==> src/rtl/operand_streamer.sv <==
// Streams pixel (A) and weight (B) operands to the conv engine, one A then one B per MAC,
// walking x / y / ch_in / ch_out / k_v / k_h and supplying zeros for padded pixels.
module operand_streamer #(
  parameter int DATA_WIDTH         = 16,
  parameter int FEATURE_MAP_WIDTH  = 1024,
  parameter int FEATURE_MAP_HEIGHT = 1024,
  parameter int INPUT_NB_CHANNELS  = 64,
  parameter int OUTPUT_NB_CHANNELS = 64,
  parameter int FM_ADDR_WIDTH      = 26,
  parameter int K_ADDR_WIDTH       = 17
) (
  input  logic                     clk,
  input  logic                     rst_in,
  input  logic                     start,
  output logic                     running,
  output logic                     done,
  input  logic [1:0]               conv_kernel_mode,
  input  logic [1:0]               conv_stride_mode,
  output logic                     fm_re,
  output logic [FM_ADDR_WIDTH-1:0] fm_addr,
  input  logic [DATA_WIDTH-1:0]    fm_rdata,
  output logic                     k_re,
  output logic [K_ADDR_WIDTH-1:0]  k_addr,
  input  logic [DATA_WIDTH-1:0]    k_rdata,
  output logic                     a_valid,
  input  logic                     a_ready,
  output logic [DATA_WIDTH-1:0]    a_data,
  output logic                     b_valid,
  input  logic                     b_ready,
  output logic [DATA_WIDTH-1:0]    b_data
);

  // state  | meaning
  // IDLE   | waiting for start
  // READ_A | feature read issued (skipped when the pixel is padding)
  // LOAD_A | capture pixel or zero into a_data
  // SEND_A | a_valid held until a_ready
  // READ_B | kernel read issued
  // LOAD_B | capture weight into b_data
  // SEND_B | b_valid held until b_ready; counters step on the handshake

  localparam int W   = FEATURE_MAP_WIDTH;
  localparam int H   = FEATURE_MAP_HEIGHT;
  localparam int CIN = INPUT_NB_CHANNELS;
  localparam int COUT = OUTPUT_NB_CHANNELS;
  localparam int XW  = $clog2(W);
  localparam int YW  = $clog2(H);
  localparam int CIW = $clog2(CIN > 1 ? CIN : 2);
  localparam int COW = $clog2(COUT > 1 ? COUT : 2);

  typedef enum logic [2:0] {
    S_IDLE, S_READ_A, S_LOAD_A, S_SEND_A, S_READ_B, S_LOAD_B, S_SEND_B
  } state_t;

  state_t state_q, state_d;

  logic [1:0]     kmode_q, smode_q;
  logic [XW-1:0]  x_q;
  logic [YW-1:0]  y_q;
  logic [CIW-1:0] ch_in_q;
  logic [COW-1:0] ch_out_q;
  logic [2:0]     k_v_q, k_h_q;

  logic [2:0] k_max, stride;
  logic       kh_last, kv_last, cho_last, chi_last, y_last, x_last, last_mac;
  logic       in_range, b_hs;
  int         ix, iy, fm_lin, k_lin;

  always_comb begin
    k_max    = {kmode_q, 1'b0};
    stride   = 3'd1 << smode_q;
    kh_last  = (k_h_q == k_max);
    kv_last  = (k_v_q == k_max);
    cho_last = (int'(ch_out_q) == COUT - 1);
    chi_last = (int'(ch_in_q) == CIN - 1);
    y_last   = (int'(y_q) >= H - int'(stride));
    x_last   = (int'(x_q) >= W - int'(stride));
    last_mac = kh_last && kv_last && cho_last && chi_last && y_last && x_last;
    // padding offset P equals the kernel mode (K = 2*mode+1)
    ix       = int'(x_q) + int'(k_h_q) - int'(kmode_q);
    iy       = int'(y_q) + int'(k_v_q) - int'(kmode_q);
    in_range = (ix >= 0) && (ix < W) && (iy >= 0) && (iy < H);
    fm_lin   = (int'(ch_in_q) * H + iy) * W + ix;
    k_lin    = ((int'(ch_out_q) * CIN + int'(ch_in_q)) * 5 + int'(k_v_q)) * 5 + int'(k_h_q);
    b_hs     = (state_q == S_SEND_B) && b_ready;
  end

  always_ff @(posedge clk) begin
    if (rst_in) state_q <= S_IDLE;
    else        state_q <= state_d;
  end

  always_comb begin
    state_d = state_q;
    case (state_q)
      S_IDLE:   if (start) state_d = S_READ_A;
      S_READ_A: state_d = S_LOAD_A;
      S_LOAD_A: state_d = S_SEND_A;
      S_SEND_A: if (a_ready) state_d = S_READ_B;
      S_READ_B: state_d = S_LOAD_B;
      S_LOAD_B: state_d = S_SEND_B;
      S_SEND_B: if (b_ready) state_d = last_mac ? S_IDLE : S_READ_A;
      default:  state_d = S_IDLE;
    endcase
  end

  always_comb begin
    running = (state_q != S_IDLE);
    fm_re   = (state_q == S_READ_A) && in_range;
    fm_addr = fm_re ? FM_ADDR_WIDTH'(fm_lin) : '0;
    k_re    = (state_q == S_READ_B);
    k_addr  = k_re ? K_ADDR_WIDTH'(k_lin) : '0;
    a_valid = (state_q == S_SEND_A);
    b_valid = (state_q == S_SEND_B);
  end

  always_ff @(posedge clk) begin
    if (rst_in) begin
      kmode_q  <= '0;
      smode_q  <= '0;
      x_q      <= '0;
      y_q      <= '0;
      ch_in_q  <= '0;
      ch_out_q <= '0;
      k_v_q    <= '0;
      k_h_q    <= '0;
      a_data   <= '0;
      b_data   <= '0;
      done     <= 1'b0;
    end else begin
      done <= b_hs && last_mac;
      if (state_q == S_IDLE && start) begin
        kmode_q <= (conv_kernel_mode == 2'd3) ? 2'd2 : conv_kernel_mode;
        smode_q <= (conv_stride_mode == 2'd3) ? 2'd2 : conv_stride_mode;
      end
      if (state_q == S_LOAD_A) a_data <= in_range ? fm_rdata : '0;
      if (state_q == S_LOAD_B) b_data <= k_rdata;
      // after the final MAC every counter wraps back to zero
      if (b_hs) begin
        if (kh_last) begin
          k_h_q <= '0;
          if (kv_last) begin
            k_v_q <= '0;
            if (cho_last) begin
              ch_out_q <= '0;
              if (chi_last) begin
                ch_in_q <= '0;
                if (y_last) begin
                  y_q <= '0;
                  if (x_last) x_q <= '0;
                  else        x_q <= x_q + XW'(stride);
                end else begin
                  y_q <= y_q + YW'(stride);
                end
              end else begin
                ch_in_q <= ch_in_q + CIW'(1);
              end
            end else begin
              ch_out_q <= ch_out_q + COW'(1);
            end
          end else begin
            k_v_q <= k_v_q + 3'd1;
          end
        end else begin
          k_h_q <= k_h_q + 3'd1;
        end
      end
    end
  end

endmodule

==> config.mk <==
export PLATFORM = sky130hd
export DESIGN_NAME = operand_streamer
export DESIGN_NICKNAME = d
export VERILOG_FILES = /design/src/rtl/operand_streamer.sv
export SDC_FILE = /design/constraint.sdc
export NUM_CORES = 1
export LEC_CHECK = 0
export CAP_MARGIN = 20
export CORE_MARGIN = 8
export CORE_UTILIZATION = 40
export CTS_CLUSTER_SIZE = 14
export DETAILED_ROUTE_END_ITERATION = 12
export PLACE_DENSITY = 0.61
export SLEW_MARGIN = 5
export SYNTH_ARGS = -nofsm -noshare
export SYNTH_HDL_FRONTEND = slang
export SYNTH_SLANG_ARGS = --single-unit
==> constraint.sdc <==
create_clock -name clk -period 8.7 [get_ports clk]
set_input_delay 0.87 -clock clk [delete_from_list [all_inputs] [get_ports clk]]
set_output_delay 0.87 -clock clk [all_outputs]
set_load 0.02 [all_outputs]
# --- Word level (Yosys, flattened, before mapping) ---
# Index checks and enable logic that the tools add are counted.
word_totals:
  reg_bits: 78
  word_cells: 88
  mem_bits_rw: 0
  n_memories: 0
  rom_bits: 0
  latch_bits: 0
  inputBits: 41
op_classes:
  eq_ne: 15
  n_mul: 2
  div: 0
  n_lt_le_gt_ge: 6
  bitwise_logic: 0
  n_reduce_logical: 20
  n_shift: 1
  addsub: 16
  muxes: 16
op_table:
  columns: ["op", "n"]
  rows:
  - ["26-bit by 12-bit adder with 26-bit output", 1]
  - ["26-bit 2-to-1 mux", 1]
  - ["11-bit by 12-bit greater-or-equal comparator with 1-bit output", 2]
  - ["12-bit by 1-bit greater-or-equal comparator with 1-bit output, second input constant", 2]
  - ["12-bit less-than comparator, second input constant", 2]
  - ["11-bit by 2-bit subtractor with 12-bit output", 2]
  - ["10-bit by 3-bit adder with 11-bit output", 2]
  - ["3-bit case mux with 7 select lines", 1]
  - ["10-bit by 3-bit adder with 10-bit output", 2]
  - ["10-bit 2-to-1 mux", 2]
  - ["16-bit by 3-bit adder with 17-bit output", 1]
  - ["17-bit by 3-bit adder with 17-bit output", 1]
  - ["17-bit by 3-bit multiplier with 17-bit output, second input constant", 1]
  - ["17-bit 2-to-1 mux", 1]
  - ["16-bit by 12-bit adder with 16-bit output", 1]
  - ["13-bit by 3-bit multiplier with 16-bit output, second input constant", 1]
  - ["16-bit 2-to-1 mux", 1]
  - ["3-bit 2-to-1 mux", 5]
  - ["12-bit by 6-bit adder with 13-bit output", 1]
  - ["6-bit by 1-bit adder with 6-bit output, second input constant", 2]
  - ["6-bit by 1-bit == test with 1-bit output, second input constant", 2]
  - ["1-bit logical AND", 12]
  - ["6-bit 2-to-1 mux", 2]
  - ["11-bit by 3-bit subtractor with 12-bit output, first input constant", 1]
  - ["18 further kinds", 27]

# --- Logic depth before layout (Yosys ltp) ---
# Gate-level depths: netlist of the first run.
depth:
  ltp_word: 9
  mapped_depth: 23
  depth_no_buf: 23

# --- Worst setup path before layout of the first run ---
# Ideal clock, no wire load.
synth_timing:
  path_kind: "flip-flop to output port"
  start: "register ch_in_q[2]"
  end: "output port k_addr[16]"
  stages_incl_launch_ff: 21
  arrival_ns: 5.126
  setup_slack_ns: 2.704
  path_cell_list: "dfxtp_1 > ha_1 > ha_1 > fa_1 > a21o_1 > a21oi_1 > nor2b_1 > o21a_1 > a21bo_2 > a41o_1 > o41ai_1 > xnor2_1 > ha_1 > ha_1 > ha_1 > a21oi_1 > nor2b_1 > o31a_1 > or3_1 > a21o_1 > a21oi_1"
synth_between:
  elab_chain_cells: 6
synth_rtl:
  columns: ["element", "line_no", "rtl"]
  rows:
  - ["from (decl)", "60", "logic [CIW-1:0] ch_in_q;"]
  - ["from (signal assigned)", "156", "ch_in_q <= ch_in_q + CIW'(1);"]
  - ["12-bit by 6-bit adder with 13-bit output", "84", "k_lin = ((int'(ch_out_q) * CIN + int'(ch_in_q)) * 5 + int'(k_v_q)) * 5 + int'(k_h_q);"]
  - ["13-bit by 3-bit multiplier with 16-bit output", "84", null]
  - ["16-bit by 3-bit adder with 17-bit output", "84", null]
  - ["17-bit by 3-bit multiplier with 17-bit output", "84", null]
  - ["17-bit by 3-bit adder with 17-bit output", "84", null]
  - ["17-bit 2-to-1 mux", "112", "k_addr = k_re ? K_ADDR_WIDTH'(k_lin) : '0;"]
  - ["to (decl)", "23", "output logic [K_ADDR_WIDTH-1:0] k_addr,"]
# Every way passes these cells.

# --- Worst setup path in the final report of the first run ---
layout_timing:
  start: "register x_q[1]"
  end: "output port fm_addr[25]"
layout_between:
  elab_chain_cells: 8
  word_cells_on_any_way: 10
  cone_classes: "add/sub (3); order compare (2); mux (1); reduce/logical (4)"
layout_rtl:
  columns: ["element", "line_no", "rtl"]
  rows:
  - ["from (decl)", "58", "logic [XW-1:0] x_q;"]
  - ["from (signal assigned)", "151", "else x_q <= x_q + XW'(stride);"]
  - ["10-bit by 3-bit adder with 11-bit output (*)", "80", "ix = int'(x_q) + int'(k_h_q) - int'(kmode_q);"]
  - ["11-bit by 2-bit subtractor with 12-bit output (*)", "80", null]
  - ["12-bit by 1-bit greater-or-equal comparator with 1-bit output / 12-bit less-than comparator (equally long branches)", "82", "in_range = (ix >= 0) && (ix < W) && (iy >= 0) && (iy < H);"]
  - ["1-bit logical AND (3 in a row)", "82", null]
  - ["1-bit logical AND", "109", "fm_re = (state_q == S_READ_A) && in_range;"]
  - ["26-bit 2-to-1 mux (*)", "110", "fm_addr = fm_re ? FM_ADDR_WIDTH'(fm_lin) : '0;"]
  - ["to (decl)", "20", "output logic [FM_ADDR_WIDTH-1:0] fm_addr,"]
# Every way passes the cells marked *; elsewhere a longest branch is shown, timed or not.

==> results of run 1 <==
## report_power, final
group	leakage, nW	internal (mW)	switching (mW)
clock network	0.150	0.254	0.164
registers	0.629	0.362	0.00666
logic	3.69	0.0919	0.120
total	4.47	0.708	0.291
## metal layers
layer | part of all wire, % | GRT usage [%]
met5 | 0 | 0
met1 | 47 | 19.07
met2 | 44 | 25.12
met4 | 0.71 | 3.570
met3 | 8.1 | 5.571
## cell type report
cell class	instances	area (µm²)	share of cell area, %
multi-input combinational	786	5978	61.80
sequential	78	1562	16.14
timing repair buffer	124	1229	12.70
tap	265	331.6	3.428
inverter	67	251.5	2.600
clock buffer	10	229.0	2.367
clock inverter	6	92.59	0.9572
## layout by cell type (no fill, tap or decap), types with 5 or more instances in the layout
cell | synthesis | routed
o21ai_0 | 35 | 35
clkbuf_16 | 0 | 9
o32ai_1 | 7 | 7
xnor2_1 | 38 | 38
a22o_1 | 16 | 16
nand2_1 | 69 | 69
nand3b_1 | 6 | 6
clkdlybuf4s50_1 | 0 | 120
nand3_1 | 20 | 20
nand2b_1 | 11 | 11
o41ai_1 | 5 | 5
nor2_1 | 98 | 98
nor4_1 | 5 | 5
nand4_1 | 7 | 7
o21a_1 | 11 | 11
nor4b_1 | 5 | 5
or4_1 | 6 | 6
a211oi_1 | 10 | 10
and3_1 | 6 | 6
dfxtp_1 | 78 | 78
a21o_1 | 24 | 24
xor2_1 | 29 | 29
fa_1 | 10 | 10
a21oi_1 | 76 | 76
nor3b_1 | 6 | 6
inv_1 | 66 | 66
a31oi_1 | 14 | 14
nor3_1 | 35 | 35
ha_1 | 170 | 170
nor2b_1 | 12 | 12
o21bai_1 | 5 | 5
## stage by stage
stage / hold slack, ns / worst slack [ns] / power (mW)
after global routing: 0.4747 / 1.169 / 1.051
after detailed placement: 0.4485 / 1.932 / 0.5896
after floorplan: 0.4727 / 2.704 / 0.5167
final: 0.4555 / 1.588 / 0.9986
after global placement: 0.4400 / 1.968 / 0.5899
after CTS: 0.4568 / 1.552 / 1.013
## worst max-delay path: cells and delay by family (launching register included)
kind | cells | cell delay [ns]
DFF | 1 | 0.43
adders and majority gates | 3 | 1.20
buffers and inverters | 4 | 1.24
AOI/OAI and AO/OA | 11 | 2.41
xor gates and xnor gates | 1 | 0.08
and+or+nand+nor | 2 | 0.54
## worst max-delay path by stage
stage | cells after the start | startpoint | endpoint
2_1_floorplan | 20 | ch_in_q[2] | k_addr[16]
3_3_place_gp | 21 | x_q[1] | fm_addr[25]
3_5_place_dp | 21 | x_q[1] | fm_addr[25]
4_1_cts | 21 | x_q[1] | fm_addr[25]
5_1_grt | 21 | x_q[1] | fm_addr[25]
6_report | 21 | x_q[1] | fm_addr[25]
## state kept, by name, summed over array words and instances (netlist names)
name / flops
k_h_q: 3
ch_out_q: 6
b_data: 16
a_data: 16
kmode_q: 2
smode_q: 2
state_q: 3
y_q: 10
x_q: 10
done: 1
ch_in_q: 6
k_v_q: 3
## kinds of logic (layout without fill, tap and decap cells)
kind of cell               Yosys count  after routing
and+or+nand+nor                    309            309
buffers and inverters               92            207
xor gates and xnor gates            67             67
DFF                                 78             78
AOI/OAI and AO/OA                  227            227
muxes                                3              3
adders and majority gates          180            180
==> run summary, run 1 <==
Hold Fails Final Rpt: 0
Hold depth: 2
Vias per cell: 5.213
Final wirelength: 18740 µm
Post-synthesis mux area share: 0.3796%
Initial Utilization: 40.64%
Reg-to-reg endpoint: a_data[0]
Vias in the first global route: 6666
Port Buf Inserts: 121
Final std cells w/o fill: 1336
DRC: 0
Synth unique cells: 65
Compound-Gate Fraction of Synth Area: 18.52%
Most used DFF post-synth: dfxtp_1
Yosys top cell by area: ha_1
Util after Layout: 49.70%
Die X: 156.6 µm
Max Freq: 140.6 MHz
Main combinational cell family by area after synthesis: adder cells
Worst-Margin Slew: 1.030 ns
Inst Count DP: 1319
Synth Instances: 956
Reg2reg path depth: 13
Number of flops mapped to enable cells by yosys: 0
Yosys reg bits: 78
Slowest cell delay on critical path: 0.66 ns
Startpoint Class: flip-flop
Post-place instance area: 9344 µm²
Die height: 156.6 µm
Hold_sp: b_data[3]
Post-synth ARST share: 0%
Final instance area: 9673 µm²
P_leak: 4.470 nW
Core area: 19460 µm²
Row cnt: 51
Postcts setup bufs: 0
Unrepaired setup endpoints after global routing: false
Drt wl/cell: 14.03 µm
Arrival time worst endpoint: 6.24 ns
CP max FO: 20
DP HPWL: 14940 µm
Clock tree root buffer cell: clkbuf_16
Largest net degree at the start of global routing: 69
R2R Path Start: x_q[1]
# fillers: 1946
Post-synthesis simple-gate area fraction: 19.84%
Sequential element share of the synthesized area: 19.74%
Flop-to-flop setup slack: 4.41 ns
Final setup fails: 0
Ys Warns: 0
DR iter-0 viols: 319
Commonest cells in the netlist: ha_1, nor2_1, dfxtp_1
Post-synthesis adder-cell area fraction: 29.42%
Most common cell on crit path: a21o_1
Max cap viols: 0
Mapped Nets: 1177
Clock insertion delay at the later pin of the skew report: 0.35 ns
Synthesized area per cell: 8.274 µm²
Crit path required time: 7.83 ns
Netlist Area Pre-Place: 7910 µm²
# IOs: 122
Area of the die: 24530 µm²
Worst path slowest cell: clkdlybuf4s50_1
Worst path cell trace: inv_1 > fa_1 > inv_1 > ha_1 > a21o_1 > a311o_1 > a21o_1 > a21o_1 > a21boi_1 > o21ai_0 > inv_2 > ha_1 > a21o_1 > a21o_1 > a21oi_1 > o211ai_1 > or4_1 > a31oi_1 > xnor2_1 > nor3_1 > clkdlybuf4s50_1
Largest cells by area after synthesis: ha_1, dfxtp_1, a21oi_1
Final nets: 1287
Worst hold path class: reg -> reg
Detail Route Antenna Nets: 0
Deepest clock path buffer count: 2
CTS tree: done
Initial antenna violation count: 0
Worst Skew: 0.01132 ns
Worst IR drop on VDD: 0.1134 mV
Final min period: 7.112 ns
Most frequent cell after synthesis: ha_1
Synth Area in XOR/XNOR: 7.419%
N_diodes: 0
Vias: 6965
DRT Pass-1 Iters: 5
Total CTS buffers: 9
Hold Path End: b_data[3]
TNS Setup: 0 ns
CP Capture Type: output port
Max-slew violations: 0
Critical setup path kind: reg -> out
Relative slew slack: 31.11%
Fin crit share: 81.75%
Global-route wire length before repair: 31380 µm
Gr usage total: 15.44%
GPL Wtd Cong: 0.8317
Area grow syn2layout: 22.29%
Clk sink count: 78
CTS clk-pin slew, worst paths: 0.07 ns
H-tree levels: 3
Share of cells above drive strength 1: 2.894%
Post_cts resized: 0
Status: finished, final reports clean
Post-synth top area share: 26.89%
Power per cell area: 103.2 nW/µm²
Grt ovf: 0
Cts hold-fix bufs: 0
(Power assumes the default switching activity.)
==> run 2, diff against run 1 <==
- clock period: 8.7 -> 7 ns (I/O delays scaled with it)
==> run summary, run 2 (synthesis gave the netlist of run 1 again) <==
Status: finished, final reports clean
Most frequent cells in the layout: ha_1, clkdlybuf4s50_1, nor2_1
DRC: 0
GPL Wtd Cong: 0.8211
Clock insertion delay at the later pin of the skew report: 0.34 ns
Area of the die: 24530 µm²
Max-slew violations: 0
Hold Fails Final Rpt: 0
Fin crit share: 94.69%
Reg-to-reg endpoint: a_data[10]
Hold depth: 2
CP Capture Type: output port
Worst path slowest cell: clkdlybuf4s50_1
DR iter-0 viols: 329
Total CTS buffers: 9
Slowest cell delay on critical path: 0.64 ns
R2R Path Start: kmode_q[1]
TNS Setup: 0 ns
Hold WS: 0.4536 ns
Vias per cell: 5.191
Share of cells above drive strength 1: 3.896%
Leading cell type in the layout, fill and taps excluded: ha_1
Deepest clock path buffer count: 2
Reg2reg path depth: 14
Core area: 19460 µm²
Detail Route Antenna Nets: 0
Worst Skew: 0.01105 ns
CP max FO: 11
Worst IR drop on VDD: 0.1175 mV
H-tree levels: 3
Gr usage total: 15.83%
P_leak: 4.526 nW
Initial antenna violation count: 0
Vias in the first global route: 6824
N_diodes: 0
Startpoint Class: flip-flop
Worst hold path class: reg -> reg
Max Freq: 150.9 MHz
Hold Path End: b_data[2]
Final setup fails: 0
Port Buf Inserts: 121
Area grow syn2layout: 23.11%
Die height: 156.6 µm
DRT Pass-1 Iters: 4
Initial Utilization: 40.64%
Grt ovf: 0
Drt wl/cell: 14.05 µm
Cts hold-fix bufs: 0
Vias: 6971
Unrepaired setup endpoints after global routing: false
Relative slew slack: 31.93%
Clock tree root buffer cell: clkbuf_16
Max cap viols: 0
Hold_sp: b_data[2]
Die X: 156.6 µm
DP HPWL: 15050 µm
Power per cell area: 127.8 nW/µm²
Clk sink count: 78
Critical setup path kind: reg -> out
Worst-Margin Slew: 1.021 ns
CTS tree: done
Largest net degree at the start of global routing: 69
Most common cell on crit path: a21o_1
Arrival time worst endpoint: 5.93 ns
Final min period: 6.628 ns
Global-route wire length before repair: 32410 µm
Final nets: 1294
Biggest regs: a_data x16, b_data x16
Crit path required time: 6.30 ns
Row cnt: 51
Final wirelength: 18870 µm
Flop-to-flop setup slack: 3.03 ns
Worst path cell trace: buf_4 > fa_1 > inv_1 > ha_1 > a21o_1 > a311o_1 > a21o_1 > a21o_1 > a21boi_1 > o21ai_1 > inv_2 > buf_4 > ha_1 > o21ai_0 > a21oi_1 > nor3_1 > o31a_1 > o21ai_0 > mux2i_1 > a211oi_1 > clkdlybuf4s50_1
# IOs: 122
CTS clk-pin slew, worst paths: 0.07 ns
## run 2: changes by cell type in the layout (fill, tap and decap cells not counted)
cell,before,now
dfxtp_1,78,75
nor4_1,5,4
nor4_2,0,1
clkdlybuf4s50_1,120,119
o21ai_1,0,1
o21ai_0,35,34
buf_4,3,10
dfxtp_2,0,3
dlymetal6s2s_1,0,1
## run 2: cell type report
cell class | instances | area (µm²)
multi-input combinational | 786 | 5984
clock buffer | 10 | 229.0
inverter | 67 | 251.5
fill | 1951 | 9724
timing repair buffer | 131 | 1284
clock inverter | 6 | 92.59
sequential | 78 | 1565
tap | 265 | 331.6
## run 2: per-layer routing
metal | track usage [%] | share of wire [%] | up-vias
li1 | - | - | 3668
met1 | 20.36 | 48 | 3160
met2 | 25.06 | 43 | 133
met3 | 5.626 | 7.7 | 10
met4 | 3.158 | 0.74 | 0
met5 | 0 | 0 | -
## run 2: worst max path at each step
stage / from / end / cells past startpoint
after CTS: ch_in_q[2] / k_addr[16] / 21
after global routing: x_q[1] / fm_addr[25] / 21
final: kmode_q[1] / fm_addr[24] / 21
after detailed placement: ch_in_q[2] / k_addr[16] / 21
after floorplan: ch_in_q[2] / k_addr[16] / 20
after global placement: ch_in_q[2] / k_addr[16] / 21
## run 2: power by group
part           total, mW  switching, mW  internal (mW)
registers          0.458        0.00737          0.450
clock network      0.515          0.200          0.315
logic              0.272          0.152          0.120
total               1.24          0.359          0.886
## run 2: stage by stage
stage / utilization, % / total power, mW / setup slack [ns] / cells / instance area (µm²)
CTS: 49.82 / 1.258 / 0.06120 / 1339 / 9696
global route: 50.04 / 1.312 / 0.007531 / 1343 / 9738
finish: 50.04 / 1.245 / 0.3719 / 1343 / 9738
global placement: 48.16 / 0.7367 / 0.5318 / 1323 / 9374
floorplan: - / 0.6422 / 1.174 / 956 / 7910
detailed placement: 48.16 / 0.7370 / 0.4667 / 1323 / 9374
## run 2: critical path: cells and delay by family, from the launching register on
family / cells / cell delay, ns
DFF: 1 / 0.34
adders and majority gates: 3 / 1.09
buffers and inverters: 5 / 1.27
and+or+nand+nor: 1 / 0.08
muxes: 1 / 0.14
AOI/OAI and AO/OA: 11 / 2.67
## run 2: timing repair
action	in CTS	in global routing
setup endpoints to repair	0	4
hold endpoints to repair	0	0
gates resized for setup	0	6
setup buffers	0	2
==> run 3, diff against run 2 <==
- SETUP_SLACK_MARGIN: not set -> 0.02
==> run summary, run 3 (synthesis gave the netlist of run 1 again) <==
DRT Pass-1 Iters: 4
Max Freq: 154.0 MHz
Clock insertion delay at the later pin of the skew report: 0.34 ns
Hold Fails Final Rpt: 0
Vias per cell: 5.191
Max cap viols: 0
Clock group share of total power: 41.4%
Inst Count DP: 1323
Row cnt: 51
DR iter-0 viols: 321
Gr usage total: 15.83%
Startpoint Class: flip-flop
CTS clk-pin slew, worst paths: 0.07 ns
Total CTS buffers: 9
Port Buf Inserts: 121
Die height: 156.6 µm
Cts hold-fix bufs: 0
Area of the multi-input gates: 5984 µm²
Area of the die: 24530 µm²
Worst-Margin Slew: 1.021 ns
Power per cell area: 127.8 nW/µm²
Clk sink count: 78
# fillers: 1952
Arrival time worst endpoint: 5.79 ns
Die X: 156.6 µm
Final std cells w/o fill: 1343
H-tree levels: 3
Worst hold path class: reg -> reg
Reg-to-reg endpoint: a_data[10]
Final setup fails: 0
Most frequent cells in the layout: ha_1, clkdlybuf4s50_1, nor2_1
Share of cells above drive strength 1: 3.896%
Power share of the combinational group: 21.9%
Unrepaired setup endpoints after global routing: false
Hold Path End: b_data[2]
Final wirelength: 18880 µm
Final min period: 6.493 ns
Final nets: 1294
Worst Setup SP: kmode_q[1]
GPL Wtd Cong: 0.8211
Relative slew slack: 31.93%
Deepest clock path buffer count: 2
Detail Route Antenna Nets: 0
CTS tree: done
Leading cell type in the layout, fill and taps excluded: ha_1
Largest net degree at the start of global routing: 69
Crit path required time: 6.30 ns
Drt wl/cell: 14.06 µm
Max-slew violations: 0
CP Capture Type: output port
Status: finished, final reports clean
Grt ovf: 0
Switching Share: 28.83%
Critical setup path kind: reg -> out
Flop-to-flop setup slack: 3.03 ns
Reg2reg path depth: 14
# IOs: 122
Worst Skew: 0.01090 ns
TNS Setup: 0 ns
Hold depth: 2
Clock tree root buffer cell: clkbuf_16
N_diodes: 0
R2R Path Start: kmode_q[1]
Worst IR drop on VDD: 0.1175 mV
Initial Utilization: 40.64%
Sequential cell area: 1565 µm²
Pint: 886.0 µW
Hold_sp: b_data[2]
Initial antenna violation count: 0
Vias in the first global route: 6824
Biggest regs: a_data x16, b_data x16
Core area: 19460 µm²
P_leak: 4.545 nW
Psw: 358.8 µW
Vias: 6972
Global-route wire length before repair: 32410 µm
Sequential power share: 36.8%
Hold WS: 0.4536 ns
DP HPWL: 15050 µm
Fin crit share: 92.76%
Area grow syn2layout: 23.14%
DRC: 0
CP max FO: 11
run 3: worst max path at each step:
stage | endpoint | slack, ns
2_1_floorplan | k_addr[16] | 1.17
3_3_place_gp | k_addr[16] | 0.53
3_5_place_dp | k_addr[16] | 0.47
4_1_cts | k_addr[16] | 0.06
5_1_grt | fm_addr[24] | 0.15
6_report | fm_addr[24] | 0.51
run 3: power by group through the flow:
stage / clock network (mW) / registers, mW / logic [mW]
2_1_floorplan: 0 / 0.470 / 0.173
3_5_place_dp: 0 / 0.468 / 0.269
3_3_place_gp: 0 / 0.468 / 0.269
4_1_cts: 0.530 / 0.458 / 0.271
6_report: 0.515 / 0.458 / 0.272
5_1_grt: 0.552 / 0.459 / 0.301
run 3: area by class of cell:
| class | instances | share of cell area [%] |
|---|---|---|
| multi-input combinational | 786 | 61.44 |
| clock inverter | 6 | 0.9505 |
| inverter | 67 | 2.582 |
| sequential | 78 | 16.07 |
| clock buffer | 10 | 2.351 |
| timing repair buffer | 131 | 13.20 |
| tap | 265 | 3.404 |
run 3: per-layer routing:
metal,track usage [%],up-vias,share of wire (%)
met5,0,-,0
met3,5.626,10,7.6
met2,25.06,128,43
met1,20.36,3164,48
li1,-,3670,-
met4,3.158,0,0.74
run 3: critical path, stage by stage, from the launching register on:
cell,delay [ns]
dfxtp_1,0.34
buf_4,0.17
fa_1,0.60
inv_1,0.06
ha_1,0.28
a21o_1,0.20
a311o_1,0.35
a21o_1,0.20
a21o_1,0.21
a21boi_1,0.22
o21ai_1,0.18
inv_2,0.18
buf_4,0.22
ha_1,0.21
o21ai_0,0.14
a21oi_1,0.25
nor3_1,0.08
o31a_1,0.31
o21ai_1,0.27
mux2i_1,0.13
a211oi_1,0.21
clkdlybuf4s50_1,0.64
run 3: stage by stage:
step                area (µm²)  power (mW)  util [%]  worst slack (ns)
floorplan                 7910      0.6422         -             1.174
global placement          9374      0.7367     48.16            0.5318
detailed placement        9374      0.7370     48.16            0.4667
CTS                       9696       1.258     49.82           0.06120
global route              9741       1.312     50.05            0.1549
finish                    9741       1.245     50.05            0.5069
run 3: timing repair:
item,in CTS,in global routing
buffers inserted,0,2
resized for setup,0,8
hold endpoints to repair,0,0
endpoints found under the setup margin,0,4
